File: src/rtl/mem_port_arbiter.sv
// rtl/mem_port_arbiter.sv - shared memory port arbiter between fetch (I) and memory-access (D) stages
module mem_port_arbiter #(
  parameter int AW         = 32,
  parameter int DW         = 32,
  parameter int MAX_DBURST = 4
) (
  input  logic            clk,
  input  logic            reset,
  input  logic            ireq_valid,
  input  logic [AW-1:0]   ireq_addr,
  output logic            ireq_done,
  output logic [DW-1:0]   ireq_data,
  input  logic            dreq_valid,
  input  logic            dreq_write,
  input  logic [AW-1:0]   dreq_addr,
  input  logic [DW-1:0]   dreq_wdata,
  input  logic [DW/8-1:0] dreq_strobe,
  output logic            dreq_done,
  output logic [DW-1:0]   dreq_data,
  output logic            mem_valid,
  output logic            mem_write,
  output logic [AW-1:0]   mem_addr,
  output logic [DW-1:0]   mem_wdata,
  output logic [DW/8-1:0] mem_strobe,
  input  logic            mem_ready,
  input  logic [DW-1:0]   mem_rdata,
  output logic            stall_if,
  output logic            stall_mem
);

  typedef enum logic [1:0] {IDLE, IBUSY, DBUSY} state_t;

  localparam logic [3:0] MAXC = 4'(MAX_DBURST);

  state_t          state, state_nxt;
  logic [3:0]      cnt, cnt_nxt;
  logic            grant_d, grant_i, complete;
  logic            write_q;
  logic [AW-1:0]   addr_q;
  logic [DW-1:0]   wdata_q;
  logic [DW/8-1:0] strobe_q;

  // Grant decision, completion and burst-counter update
  always_comb begin
    state_nxt = state;
    cnt_nxt   = cnt;
    grant_d   = 1'b0;
    grant_i   = 1'b0;
    complete  = 1'b0;
    case (state)
      IDLE: begin
        if (dreq_valid && !(ireq_valid && cnt == MAXC)) begin
          grant_d   = 1'b1;
          state_nxt = DBUSY;
          if (ireq_valid)
            cnt_nxt = (cnt == MAXC) ? cnt : cnt + 4'd1;
          else
            cnt_nxt = 4'd0;
        end else if (ireq_valid) begin
          grant_i   = 1'b1;
          state_nxt = IBUSY;
          cnt_nxt   = 4'd0;
        end
      end
      IBUSY, DBUSY: begin
        if (mem_ready) begin
          complete  = 1'b1;
          state_nxt = IDLE;
        end
      end
      default: state_nxt = IDLE;
    endcase
  end

  // State and burst counter registers; reset abandons any access in flight
  always_ff @(posedge clk or posedge reset) begin
    if (reset) begin
      state <= IDLE;
      cnt   <= 4'd0;
    end else begin
      state <= state_nxt;
      cnt   <= cnt_nxt;
    end
  end

  // Capture the granted request so the memory sees stable fields until ready
  always_ff @(posedge clk or posedge reset) begin
    if (reset) begin
      write_q  <= 1'b0;
      addr_q   <= '0;
      wdata_q  <= '0;
      strobe_q <= '0;
    end else if (grant_d) begin
      write_q  <= dreq_write;
      addr_q   <= dreq_addr;
      wdata_q  <= dreq_wdata;
      strobe_q <= dreq_strobe;
    end else if (grant_i) begin
      write_q  <= 1'b0;
      addr_q   <= ireq_addr;
      wdata_q  <= '0;
      strobe_q <= '0;
    end else if (complete) begin
      write_q  <= 1'b0;
      addr_q   <= '0;
      wdata_q  <= '0;
      strobe_q <= '0;
    end
  end

  // Memory request is purely registered; valid follows the busy states
  always_comb begin
    mem_valid  = (state != IDLE);
    mem_write  = write_q;
    mem_addr   = addr_q;
    mem_wdata  = wdata_q;
    mem_strobe = strobe_q;
  end

  // Completion steering and stall generation
  always_comb begin
    ireq_done = (state == IBUSY) && mem_ready;
    dreq_done = (state == DBUSY) && mem_ready;
    ireq_data = mem_rdata;
    dreq_data = mem_rdata;
    stall_if  = ireq_valid && !ireq_done;
    stall_mem = dreq_valid && !dreq_done;
  end

endmodule
File: config.mk
export PLATFORM = sky130hd
export DESIGN_NAME = mem_port_arbiter
export DESIGN_NICKNAME = d
export VERILOG_FILES = /design/src/rtl/mem_port_arbiter.sv
export SDC_FILE = /design/constraint.sdc
export NUM_CORES = 1
export LEC_CHECK = 0
export ABC_AREA = 1
export BUFFER_PORTS_ARGS = -buffer_cell sky130_fd_sc_hd__buf_2
export CAP_MARGIN = 40
export CORE_MARGIN = 2
export CORE_UTILIZATION = 35
export CTS_CLUSTER_DIAMETER = 30
export DETAILED_ROUTE_END_ITERATION = 10
export PLACE_DENSITY = 0.7
export SKIP_LAST_GASP = 1
export SYNTH_ARGS = -nofsm -noshare
export SYNTH_HDL_FRONTEND = slang
export SYNTH_SLANG_ARGS = --single-unit
File: constraint.sdc
create_clock -name clk -period 6.6 [get_ports clk]
set_input_delay 0.99 -clock clk [delete_from_list [all_inputs] [get_ports clk]]
set_output_delay 0.99 -clock clk [all_outputs]
set_load 0.01 [all_outputs]
==> results.md <==
* Total setup buffers inserted after CTS at 0
* Vias at 3,531
* Syn Nets at 606
* Final cell count without fillers at 706
* Commonest non-fill, non-tap cell in the layout: buf_2
* Post-placement cell count at 690
* CTS tree: built
* Drt via density at 5.00
* GP Congestion at 0.795
* Clk sink count at 75
* Yosys Warn Count at 0
* Num CTS Buffers at 9
* Final Critical Period at 2.94 ns
* Clock latency on the worst-skew pair at 0.34 ns
* Fmax at 340 MHz
* Reg2Reg Setup Slack at 4.45 ns
* Worst-path cell chain: buf_2 > inv_1 > nor2_1 > buf_2
* Switching Fraction at 0.407
* Max Slew Vio Count at 0
* Top_reg_cell synth: dfrtp_1
* Worst hold stages at 2
* Number of synthesized flops with an enable pin at 0
* R2r endpoint: mem_write
* Path depth of the worst reg2reg path at 7
* Filler cell count at 1,101
* Post-synthesis cell count at 463
* Pwr Total at 0.00203 W
* Max-Cap Viols at 0
* Final Setup Violations at 0
* Hpwl dp at 7.23 mm
* Syn Std Cell Area at 3910 µm²
* Slowest-stage cell, CP: buf_2
* CP Capture Type: primary output
* CP Data Required Time at 5.61 ns
* Unrepaired setup endpoints after global routing: false
* Post-CTS Hold Buffers at 0
* Crit start category: primary input
* ANT cells at 0
* Die W at 110 µm
* Internal at 0.00120 W
* Worst IR drop on VDD at 0.195 mV
* Drt wl/cell at 14.6 µm
* Hold Path Origin: mem_strobe[1]
* Slew margin rel. at 0.451
* Critical path arrival at 1.95 ns
* Syn avg cell area at 8.45 µm²
* Final ANT Viol Nets at 0
* CP Max Fanout at 38
* Cts repair resizes at 0
* Initial core utilization at 0.359
* WS Path Type: primary input to primary output
* Worst hold margin at 0.479 ns
* Logic pwr share at 0.422
* CTS root buffer: clkbuf_8
* Drt pass-1 iters at 4
* Initial DRC Count at 174
* Full die area at 12,000 µm²
* Flop pwr share at 0.386
* Core area at 10,900 µm²
* Synthesized flop and latch total at 75
* Worst r2r src: state[0]
* CP dominant cell by count: buf_2
* Register area at 1880 µm²
* CTS H-tree lvls at 3
* Layout Nets at 704
* Die height at 110 µm
* DRC viols at 0
* Max stage delay on crit path at 0.63 ns
* Initial antenna violation count at 0
* Worst-Margin Slew at 0.824 ns
* Vias in the first global route at 3,329
* Clock transition at path regs at 0.07 ns
* Grt total ovfl at 0
* Commonest cells after routing, fill and taps aside: buf_2 (179), nand2_1 (154), dfrtp_1 (75), nand4_1 (65), nand3_1 (34)
* Area of the multi-input gates at 1340 µm²
* Top delay family on crit path: buffers and inverters
* Leakage at 2.60 nW
* Sequential share of the synthesized area at 0.480
* Hold Path Class: flop to flop
* Hold path endpoint: mem_strobe[1]
* First-pass GRT wire length at 16.1 mm
* Clock buffer depth at 2
* Post-route setup TNS at 0 ns
* Psw at 0.000826 W
* Clk pwr share at 0.192
* Final Cycle Share at 0.446
* Layout cells sized above 1 at 0.366
* Final core occ at 0.424
* I/O pins at 276
* Crit path buf inv count at 3
* WL final at 10.3 mm
* Layout area overhead at 17.9%
* IO buf count at 179
* Largest net degree at the start of global routing at 70
* Status: completed
* PwrDens at 440 nW/µm²
* Synth unique cells at 23
* GRT Resource Usage Total at 0.172
* Row cnt at 38
* Worst Clk Skew at 0.00977 ns
* Final Hold Vio Count at 0
* Async S/R FF share, synth at 1.00
==> metrics by stage <==
step	area (µm²)	setup slack [ns]
2_1_floorplan	3910	3.70
3_5_place_dp	4400	3.56
3_3_place_gp	4380	3.65
4_1_cts	4610	3.67
5_1_grt	4610	3.57
6_report	4610	3.66
==> cells by family (layout without fill, tap and decap cells) <==
family,after synthesis,in the layout,synth area share
adder cells (fa/ha/maj),5,5,0.0160
AO/OA/AOI/OAI,9,9,0.0150
buffers and inverters,112,215,0.178
XOR/XNOR,1,1,0.00224
AND/OR/NAND/NOR,261,261,0.309
flip-flops,75,75,0.480
==> power groups by stage <==
stage	Sequential, W	Combinational [W]	Clock (W)
final	0.000784	0.000857	0.000389
after global routing	0.000808	0.000967	0.000425
after CTS	0.000784	0.000872	0.000404
after detailed placement	0.000787	0.000871	0
after global placement	0.000780	0.000842	0
after floorplan	0.000875	0.000486	0
==> cell type report <==
class,instances,area share
flip-flops and latches,75,0.407
multi-input cells,276,0.291
repair buffers,183,0.203
well taps,140,0.0380
clock buffers,12,0.0315
clock inverters,4,0.0160
inverters,16,0.0133
==> Yosys cell counts, types with 2 or more instances <==
| library cell | count | area [µm²] |
|---|---|---|
| buf_1 | 5 | 18.8 |
| inv_2 | 2 | 7.51 |
| buf_2 | 13 | 65.1 |
| ha_1 | 5 | 62.6 |
| buf_4 | 67 | 503 |
| o21ai_0 | 6 | 30.0 |
| nor2_1 | 3 | 11.3 |
| clkbuf_1 | 10 | 37.5 |
| nand3_1 | 34 | 170 |
| nand2_1 | 154 | 578 |
| nand4_1 | 65 | 407 |
| inv_1 | 14 | 52.6 |
| dfrtp_1 | 75 | 1880 |
==> worst register-to-register path, cell delays in order (launching register included) <==
cell	delay, ns
dfrtp_1	0.40
inv_1	0.10
ha_2	0.19
buf_4	0.52
nand3_2	0.17
inv_2	0.47
nand2_1	0.15
nand2_1	0.10
==> sequential cells by signal, indices dropped and copies added (netlist names) <==
register,flops
cnt,4
mem_strobe,4
mem_write,1
state,2
mem_addr,32
mem_wdata,32
==> metal layers <==
| metal | share of wire | up-vias | global-route usage |
|---|---|---|---|
| met2 | 0.47 | 175 | 0.272 |
| li1 | - | 1662 | - |
| met5 | 0 | - | 0 |
| met1 | 0.42 | 1660 | 0.215 |
| met3 | 0.080 | 34 | 0.0451 |
| met4 | 0.032 | 0 | 0.0895 |
==> worst max-delay path by stage <==
stage               start           end  slack [ns]  cells after the start
6_report       dreq_valid     stall_mem        3.66                      4
5_1_grt        dreq_valid     stall_mem        3.57                      4
4_1_cts        dreq_valid     stall_mem        3.67                      4
3_5_place_dp   ireq_valid  mem_addr[12]        3.56                      7
3_3_place_gp   ireq_valid  mem_addr[28]        3.65                      7
2_1_floorplan       reset        cnt[0]        3.70                      1
Note: power is estimated with default switching activity, not from simulation.
